File: config.mk
export PLATFORM = sky130hd
export DESIGN_NAME = uid_ctrl_multi
export DESIGN_NICKNAME = d
export VERILOG_FILES = /design/src/rtl/uid_ctrl_multi.sv
export SDC_FILE = /design/constraint.sdc
export NUM_CORES = 1
export LEC_CHECK = 0
export CORE_UTILIZATION = 40
export DETAILED_ROUTE_END_ITERATION = 8
export PLACE_DENSITY = 0.6
export SLEW_MARGIN = 20
export SYNTH_ARGS = -nofsm -noshare
export SYNTH_HDL_FRONTEND = slang
export SYNTH_SLANG_ARGS = --single-unit
File: constraint.sdc
create_clock -name i_clk -period 2.3 [get_ports i_clk]
set_input_delay 0.345 -clock i_clk [delete_from_list [all_inputs] [get_ports i_clk]]
set_output_delay 0.345 -clock i_clk [all_outputs]
set_load 0.02 [all_outputs]
File: src/rtl/uid_ctrl_multi.sv
// uid_ctrl_multi: multi-button UID LED / BMC reset controller.
//   - NUM_BTN active-low buttons, each synchronised and debounced on i_20mSEC,
//     merged into one press that is timed in i_20mSEC ticks.
//   - A press is classified as short (toggle on release), long (sticky flag)
//     or reset-hold (timed active-low BMC reset pulse).
//   - UID LED is driven by an OFF/ON/BLINK machine controlled by BMC
//     commands, short presses and the BMC virtual button.
// Optional feature macro: UID_BTN_LOCK_EN adds i_btn_lock, which masks the
// physical buttons while high.
module uid_ctrl_multi #(
  parameter int NUM_BTN      = 2,
  parameter int FILT_STAGES  = 3,
  parameter int TICKS_PER_S  = 50,
  parameter int LONG_PRESS_S = 6,
  parameter int RST_PRESS_S  = 9,
  parameter int RST_PULSE_MS = 100
) (
  input  logic               i_clk,
  input  logic               i_rst_n,
  input  logic               i_1mSEC,
  input  logic               i_20mSEC,
  input  logic [NUM_BTN-1:0] i_btn_n,
  input  logic               i_bmc_btn_n,
`ifdef UID_BTN_LOCK_EN
  input  logic               i_btn_lock,
`endif
  input  logic               i_uid_valid,
  input  logic [7:0]         i_uid_cmd,
  input  logic               i_clr_short,
  input  logic               i_clr_long,
  output logic               o_uid_led_n,
  output logic               o_bmc_rst_n,
  output logic               o_short_pulse,
  output logic               o_short_flag,
  output logic               o_long_flag,
  output logic [7:0]         o_uid_state
);

  localparam int CNT_MAX = RST_PRESS_S * TICKS_PER_S;
  localparam int LONG_TH = LONG_PRESS_S * TICKS_PER_S;
  localparam int CW      = $clog2(CNT_MAX + 1);
  localparam int FW      = $clog2(FILT_STAGES + 1);
  localparam int PW      = $clog2(RST_PULSE_MS + 1);

  localparam logic [CW-1:0] CNT_MAX_C = CW'(CNT_MAX);
  localparam logic [CW-1:0] CNT_PRE_C = CW'(CNT_MAX - 1);
  localparam logic [CW-1:0] LONG_C    = CW'(LONG_TH);
  localparam logic [CW-1:0] LONG_PRE  = CW'(LONG_TH - 1);
  localparam logic [FW-1:0] FILT_LAST = FW'(FILT_STAGES - 1);
  localparam logic [PW-1:0] PULSE_END = PW'(RST_PULSE_MS - 1);

  typedef enum logic [1:0] {ST_OFF, ST_ON, ST_BLINK} led_state_e;

  // Synchroniser, debounce and press-timing state
  logic [NUM_BTN-1:0] btn_s1_q, btn_s1_d, btn_s2_q, btn_s2_d;
  logic [NUM_BTN-1:0] filt_q, filt_d;
  logic [FW-1:0]      fcnt_q [NUM_BTN];
  logic [FW-1:0]      fcnt_d [NUM_BTN];
  logic               bmc_s1_q, bmc_s1_d, bmc_s2_q, bmc_s2_d, bmc_s3_q, bmc_s3_d;
  logic               p1_q, p1_d, p2_q, p2_d;
  logic [CW-1:0]      cnt_q, cnt_d;
  logic               rst_act_q, rst_act_d;
  logic [PW-1:0]      ms_cnt_q, ms_cnt_d;
  logic               bmc_rst_n_q, bmc_rst_n_d;
  logic               short_pulse_q, short_pulse_d;
  logic               short_flag_q, short_flag_d;
  logic               long_flag_q, long_flag_d;

  // LED machine state
  led_state_e         state_q;
  logic [7:0]         rate_q;
  logic [8:0]         phase_q;
  logic [8:0]         half_m1;
  logic               led_n_q;
  logic [7:0]         uid_state_q;

  logic btn_lock, press, inc, release_evt, short_evt, long_set, fire;
  logic bmc_fall, toggle, cmd_ok;

`ifdef UID_BTN_LOCK_EN
  assign btn_lock = i_btn_lock;
`else
  assign btn_lock = 1'b0;
`endif

  // Next-state logic for debounce, press counter, flags and BMC reset pulse
  always_comb begin
    // NOTE: every _d gets a default before any branch, so no latch can be inferred.
    btn_s1_d = i_btn_n;
    btn_s2_d = btn_s1_q;
    bmc_s1_d = i_bmc_btn_n;
    bmc_s2_d = bmc_s1_q;
    bmc_s3_d = bmc_s2_q;
    filt_d   = filt_q;
    fcnt_d   = fcnt_q;

    if (i_20mSEC) begin
      for (int i = 0; i < NUM_BTN; i++) begin
        if (btn_s2_q[i] == filt_q[i]) begin
          fcnt_d[i] = '0;
        end else if (fcnt_q[i] == FILT_LAST) begin
          filt_d[i] = btn_s2_q[i];
          fcnt_d[i] = '0;
        end else begin
          fcnt_d[i] = fcnt_q[i] + FW'(1);
        end
      end
    end

    press       = ~(&filt_q) & ~btn_lock;
    p1_d        = press;
    p2_d        = p1_q;
    inc         = p2_q & i_20mSEC & (cnt_q != CNT_MAX_C);
    release_evt = p2_q & ~p1_q;
    short_evt   = release_evt & (cnt_q < LONG_C) & ~btn_lock;
    long_set    = inc & (cnt_q == LONG_PRE);
    fire        = inc & (cnt_q == CNT_PRE_C);

    // Counter is frozen during a reset pulse so a held button cannot re-fire.
    if (btn_lock)                  cnt_d = '0;
    else if (inc)                  cnt_d = cnt_q + CW'(1);
    else if (!p2_q && !rst_act_q)  cnt_d = '0;
    else                           cnt_d = cnt_q;

    rst_act_d = rst_act_q;
    ms_cnt_d  = ms_cnt_q;
    if (rst_act_q) begin
      if (i_1mSEC) begin
        if (ms_cnt_q == PULSE_END) begin
          rst_act_d = 1'b0;
          ms_cnt_d  = '0;
        end else begin
          ms_cnt_d = ms_cnt_q + PW'(1);
        end
      end
    end else if (fire) begin
      rst_act_d = 1'b1;
      ms_cnt_d  = '0;
    end
    bmc_rst_n_d = ~rst_act_d;

    // Clear beats a simultaneous set.
    short_pulse_d = short_evt;
    short_flag_d  = i_clr_short ? 1'b0 : (short_evt ? 1'b1 : short_flag_q);
    long_flag_d   = i_clr_long  ? 1'b0 : (long_set  ? 1'b1 : long_flag_q);

    bmc_fall = bmc_s3_q & ~bmc_s2_q;
    toggle   = short_evt | bmc_fall;
  end

  // Register the datapath state
  always_ff @(posedge i_clk or negedge i_rst_n) begin
    if (!i_rst_n) begin
      // NOTE: the raw buttons are asynchronous, so they pass two flops before use.
      btn_s1_q      <= '1;
      btn_s2_q      <= '1;
      filt_q        <= '1;
      // NOTE: fcnt is a small array of flops, not a RAM, so resetting it is cheap and safe.
      for (int i = 0; i < NUM_BTN; i++) fcnt_q[i] <= '0;
      bmc_s1_q      <= 1'b1;
      bmc_s2_q      <= 1'b1;
      bmc_s3_q      <= 1'b1;
      p1_q          <= 1'b0;
      p2_q          <= 1'b0;
      cnt_q         <= '0;
      rst_act_q     <= 1'b0;
      ms_cnt_q      <= '0;
      bmc_rst_n_q   <= 1'b1;
      short_pulse_q <= 1'b0;
      short_flag_q  <= 1'b0;
      long_flag_q   <= 1'b0;
    end else begin
      // NOTE: non-blocking so every flop samples the pre-edge value of the others.
      btn_s1_q      <= btn_s1_d;
      btn_s2_q      <= btn_s2_d;
      filt_q        <= filt_d;
      fcnt_q        <= fcnt_d;
      bmc_s1_q      <= bmc_s1_d;
      bmc_s2_q      <= bmc_s2_d;
      bmc_s3_q      <= bmc_s3_d;
      p1_q          <= p1_d;
      p2_q          <= p2_d;
      cnt_q         <= cnt_d;
      rst_act_q     <= rst_act_d;
      ms_cnt_q      <= ms_cnt_d;
      bmc_rst_n_q   <= bmc_rst_n_d;
      short_pulse_q <= short_pulse_d;
      short_flag_q  <= short_flag_d;
      long_flag_q   <= long_flag_d;
    end
  end

  // Recognised command codes and blink half-period (minus one) in ms
  always_comb begin
    cmd_ok = i_uid_valid & ((i_uid_cmd == 8'h00) | (i_uid_cmd == 8'hFF) |
                            (i_uid_cmd == 8'h01) | (i_uid_cmd == 8'h02) |
                            (i_uid_cmd == 8'h04));
    case (rate_q)
      8'h02:   half_m1 = 9'd249;
      8'h04:   half_m1 = 9'd124;
      default: half_m1 = 9'd499;
    endcase
  end

  // LED machine: command beats toggle; any blink command restarts the phase lit
  always_ff @(posedge i_clk or negedge i_rst_n) begin
    if (!i_rst_n) begin
      state_q     <= ST_OFF;
      rate_q      <= 8'h01;
      phase_q     <= '0;
      led_n_q     <= 1'b1;
      uid_state_q <= 8'h00;
    end else if (cmd_ok) begin
      case (i_uid_cmd)
        8'h00: begin
          state_q     <= ST_OFF;
          led_n_q     <= 1'b1;
          uid_state_q <= 8'h00;
        end
        8'hFF: begin
          state_q     <= ST_ON;
          led_n_q     <= 1'b0;
          uid_state_q <= 8'hFF;
        end
        default: begin
          state_q     <= ST_BLINK;
          rate_q      <= i_uid_cmd;
          phase_q     <= '0;
          led_n_q     <= 1'b0;
          uid_state_q <= i_uid_cmd;
        end
      endcase
    end else if (toggle) begin
      if (state_q == ST_ON) begin
        state_q     <= ST_OFF;
        led_n_q     <= 1'b1;
        uid_state_q <= 8'h00;
      end else begin
        state_q     <= ST_ON;
        led_n_q     <= 1'b0;
        uid_state_q <= 8'hFF;
      end
    end else if (state_q == ST_BLINK && i_1mSEC) begin
      if (phase_q == half_m1) begin
        phase_q <= '0;
        led_n_q <= ~led_n_q;
      end else begin
        phase_q <= phase_q + 9'd1;
      end
    end
  end

  assign o_uid_led_n   = led_n_q;
  assign o_bmc_rst_n   = bmc_rst_n_q;
  assign o_short_pulse = short_pulse_q;
  assign o_short_flag  = short_flag_q;
  assign o_long_flag   = long_flag_q;
  assign o_uid_state   = uid_state_q;

endmodule

Yosys cells after proc, flatten, opt, wreduce, memory -nomap -nowiden
Index checks and enable logic that the tools add are counted.

Order comparisons: 1. Equality and inequality tests: 20. Reduce and logical (&&, ||, !) cells: 21. Add/subtract/negate cells: 5. Muxes and demuxes: 38. Bitwise logic cells: 21.

Operators with widths (count): two-way mux 9 bit (7); two-way mux 7 bit (4); two-way mux 8 bit (3); adder 9 x 1 -> 9 bit, second input constant (2); equality test 9 bit, second input constant (2); one-hot mux 9 bit (2 select lines) (1); equality test 8 x 2 -> 1 bit, second input constant (2); equality test 8 x 3 -> 1 bit, second input constant (2); one-hot mux 8 bit (2 select lines) (1); two-way mux 1 bit (15); two-way mux 2 bit (6); nonzero test 2 bit (6); equality test 9 bit (1); less-than comparator 9 bit, second input constant (1); != test 9 bit, second input constant (1); AND reduction 3 bit (3); AND 1 bit (8); equality test 8 x 1 -> 1 bit, second input constant (1); equality test 8 bit, second input constant (1); zero test 8 bit (1); NOT 1 bit (8); AND reduction 2 bit (4); adder 7 x 1 -> 7 bit, second input constant (1); equality test 7 bit, second input constant (1); 12 further kinds (24).

Bits of input ports: 18. Register bits after elaboration: 64. Word-level logic and storage cells: 129. Output and inout bits: 13.

Longest topological paths before layout
Word-level depth: 8. Mapped depth: 8.

Least setup slack after synthesis
OpenSTA, ideal clock, no wires.

Kind: input port to flip-flop. Start: input i_uid_cmd[4]. End: register phase_q[1]. Library setup time: 0.137 ns. Buffers on the path: 1. Slack: 0.258 ns. Stages on the path: 7. Data arrival time: 1.905 ns. Data required time: 2.163 ns. Cells stage by stage: or4_1 > nor2_4 > nand3_2 > clkbuf_1 > a21oi_1 > mux2i_1 > nor2_1.

Longest elaborated chain between the ends: 8. Elaborated cells on any way between the ends: 16. Those cells by class: eq/ne (6); mux (1); bitwise (5); reduce/logical (4).

RTL lines: start, declared (RTL line 28) `input logic [7:0] i_uid_cmd,`; equality test 8 bit or zero test 8 bit (tied branches) (RTL line 195, 214); OR 1 bit (2 in a row) (RTL line 195) `cmd_ok = i_uid_valid & ((i_uid_cmd == 8'h00) | (i_uid_cmd == 8'hFF) |`; OR 1 bit (2 in a row) (RTL line 196) `(i_uid_cmd == 8'h01) | (i_uid_cmd == 8'h02) |`; AND 1 bit (RTL line 195); != test 2 x 1 -> 1 bit (no source line) (tied with other cells); AND reduction 3 bit (no source line); end signal, assigned (RTL line 248) `phase_q <= phase_q + 9'd1;`; end, declared (RTL line 72) `logic [8:0] phase_q;`.

Several ways; a longest one is shown, not always the timed one. A chain may end at the register's enable or synchronous reset.

Worst setup path after layout
Start: input i_uid_cmd[4]. End: register uid_state_q[6], in the netlist o_uid_state[6].

Longest elaborated chain between the ends: 7. Elaborated cells on any way between the ends: 13. Those cells by class: eq/ne (4); mux (2); bitwise (5); reduce/logical (2).

RTL lines: equality test 8 bit or zero test 8 bit (tied branches) (RTL line 195, 214); OR 1 bit (2 in a row) (RTL line 195); OR 1 bit (2 in a row) (RTL line 196); AND 1 bit (RTL line 195); two-way mux 8 bit or nonzero test 2 bit (tied branches); end signal, assigned (RTL line 230) `uid_state_q <= i_uid_cmd;`; end, declared (RTL line 75) `logic [7:0] uid_state_q;`.

Several ways; a longest one is shown, not always the timed one.

==> flow_summary.ini <==
[sta]
skew_ns = 0.0102
setup_viol = 0
period_needed_ns = 2.12
maxSlewHeadroom_pct = 57.3
fin_crit_sh_pct = 92.2
hold_viol_final = 0
rsz0062_at_grt = no
fmax_mhz = 471
finalSetupTns_ns = 0
worst_pin_slew_ns = 0.640
worst_slack_ns = 0.179
slew_viol_final = 0

[setup_path]
endpoint_kind = flip-flop
cp-start-kind = input pin
worst-path-max-fanout = 9
arrival_ns = 2.40
worstPathRequired_ns = 2.58
critPathKind = in -> reg

[yosys]
syn_inst = 284
ys_seq_area_share_pct = 53.3
async_reset_ff_share_pct = 100
synth_top_cell_by_area = dfrtp_1
synth_ff_type = dfrtp_1
ys_top_cells_by_area = dfrtp_1 (43%), dfstp_2 (10%), nand2_1 (3.8%)
syn_area_um2 = 3030
synth-seq-cells = 64
syn-num-nets = 307
synth_edf_count = 0
ys_warn_count = 0
ys_types = 54
post-synth-top-area-fraction_pct = 42.9
syn_area_per_cell_um2 = 10.7

[place]
numPortBuffers = 30
dp.cells = 424
post-place-ws_ns = -0.175
dp_hpwl_um = 4360
place_congestion = 0.823
dpl-instance-area_um2 = 3570

[grt]
antenna_found_initial = 0
grt_max_degree = 29
grt_first_pass_wirelength_um = 10400
grt_overflow_total = 0
grt_pass1_vias = 2231
grt_usage_pct = 17.2

[floorplan]
dieArea_um2 = 7930
fp.coreArea_um2 = 7290
num_io_pins = 31
start_util_pct = 41.6
die_h_um = 89.1
row_count = 31
die_x_um = 89.1

[routing]
wl_um = 6010
drt-pass1-iter-count = 4
drc_errors = 0
antenna_left = 0
vias_per_cell = 5.13
wl_per_cell_um = 13.7
drt-initial-drc-count = 53
vias = 2258

[pwr]
pwr-share-comb_pct = 27.0
power.internal_uw = 2250
vdd_drop_max_mv = 0.687
switchingPower_uw = 1150
total_power_uw = 3400
p_leak_uw = 0.00162
clock_power_share_pct = 26.0
p_per_area_nw_per_um2 = 907
seqPwrFrac_pct = 47.0
swShare_pct = 33.7

[layout]
multi_input_area_um2 = 1330
num_antenna_cells = 0
area_growth_pct = 23.6
nets = 359
fillers = 706
final_cells = 440
drive_above_1_share_pct = 19.1
register_area_um2 = 1620
finish.instance_area_um2 = 3750

[clock_network]
postCtsResizedCells = 0
post_cts.repair.setup_buffers = 0
clockBufferDepth = 2
clock_latency_ns = 0.35
postCtsHoldBufs = 0
cts_inserted_buffers = 9
clock_sinks = 64
clk_pin_slew_ns = 0.08
cts_root_buf = clkbuf_8
cts_max_level = 3
cts_tree = built

[run]
drv_cap = 0

[status]
status = finished, final reports clean

[hold_path]
holdCritPathClass = in -> async
## cell type report
type,count,area share (%)
Clock buffer,9,3.31
Clock inverter,7,1.50
Inverter,10,1.00
Multi-Input combinational cell,203,35.6
Sequential cell,64,43.1
Tap cell,99,3.31
Timing Repair Buffer,48,12.2
## critical path, stage by stage
cell and delay [ns]:
clkdlybuf4s50_1 0.41, or4_1 0.60, nor3_1 0.27, o21a_1 0.21, nor4_1 0.09, a41oi_2 0.16
buf_4 0.18, o21a_1 0.13
## cell usage after synthesis, types with 3 or more instances
cell type and count:
o21ai_0 16, nand3_1 18, o22a_1 3, dfstp_2 12
a21o_1 3, nor3b_1 3, nor3_1 5, and3_1 3
o21a_1 8, clkbuf_1 5, nand2b_1 3, nor2_1 20
inv_1 10, dfrtp_1 52, a211oi_1 5, nand2_1 31
and2_1 8, o31ai_1 4, xnor2_1 8, ha_1 5
xor2_1 6, mux2i_1 5, a21oi_1 6, nor2b_1 4
o22ai_1 3
## stage by stage
step	utilization, %	hold WS (ns)
after floorplan	-	0.0494
after global placement	48.9	0.346
after detailed placement	48.9	0.348
final	51.4	0.0138
after CTS	51.4	0.0307
after global routing	51.4	0.0507
## state kept, by name, indices dropped and copies added (netlist names)
| signal | count |
|---|---|
| bmc_s1_q | 1 |
| bmc_s2_q | 1 |
| bmc_s3_q | 1 |
| btn_s1_q | 2 |
| btn_s2_q | 2 |
| cnt_q | 9 |
| fcnt_q | 4 |
| filt_q | 2 |
| ms_cnt_q | 7 |
| o_bmc_rst_n | 1 |
| o_long_flag | 1 |
| o_short_flag | 1 |
| o_short_pulse | 1 |
| o_uid_led_n | 1 |
| o_uid_state | 8 |
| p1_q | 1 |
| p2_q | 1 |
| phase_q | 9 |
| rate_q | 8 |
| rst_act_q | 1 |
| state_q | 2 |
## power groups by stage
stage	logic [µW]	clock network (µW)	registers [µW]
final	919	883	1600
after global routing	1010	969	1630
after CTS	929	912	1600
after detailed placement	926	0	1620
after global placement	906	0	1610
after floorplan	430	0	1680
## final timing paths
kind | slack, ns | to | from | cells after the start
min reg2reg | 0.36 | btn_s2_q[1] | btn_s1_q[1] | 0
max reg2reg | 0.24 | phase_q[8] | cnt_q[2] | 6
min in group i_clk | 0.36 | btn_s2_q[1] | btn_s1_q[1] | 0
max | 0.18 | o_uid_state[6] | i_uid_cmd[4] | 8
max in group asynchronous | 1.63 | phase_q[8] | i_rst_n | 2
min | 0.01 | cnt_q[4] | i_rst_n | 1
## layer usage
layer  track usage [%]  up-vias  wire length (µm)
met3              4.80        8               286
met1              23.9     1086              2980
li1                  -     1111                 -
met2              25.9       53              2670
met4              6.06        0                74
met5                 0        -                 0
## cell families after synthesis
group / synth area share [%]
compound gates: 15.4
xor+xnor: 4.04
fa+ha+maj: 2.06
buf+inv: 2.68
flops: 53.3
mux: 2.39
simple gates: 20.1
## cell usage in the layout (no fill, tap or decap), types with 3 or more instances in the layout
| cell type | n |
|---|---|
| nor2_1 | 20 |
| nor3b_1 | 3 |
| o31ai_1 | 4 |
| dfrtp_1 | 52 |
| nand3_1 | 18 |
| nand2b_1 | 3 |
| o21ai_0 | 16 |
| nand2_1 | 31 |
| clkbuf_8 | 9 |
| xor2_1 | 6 |
| dfstp_2 | 12 |
| ha_1 | 5 |
| clkinv_4 | 3 |
| inv_1 | 10 |
| o21a_1 | 8 |
| mux2i_1 | 5 |
| a21o_1 | 3 |
| nor3_1 | 5 |
| nor2b_1 | 4 |
| o22a_1 | 3 |
| and2_1 | 8 |
| xnor2_1 | 8 |
| clkdlybuf4s50_1 | 29 |
| buf_4 | 16 |
| a21oi_1 | 6 |
| and3_1 | 3 |
| o22ai_1 | 3 |
| a211oi_1 | 5 |
No activity file was read; power rests on OpenSTA's default activity.
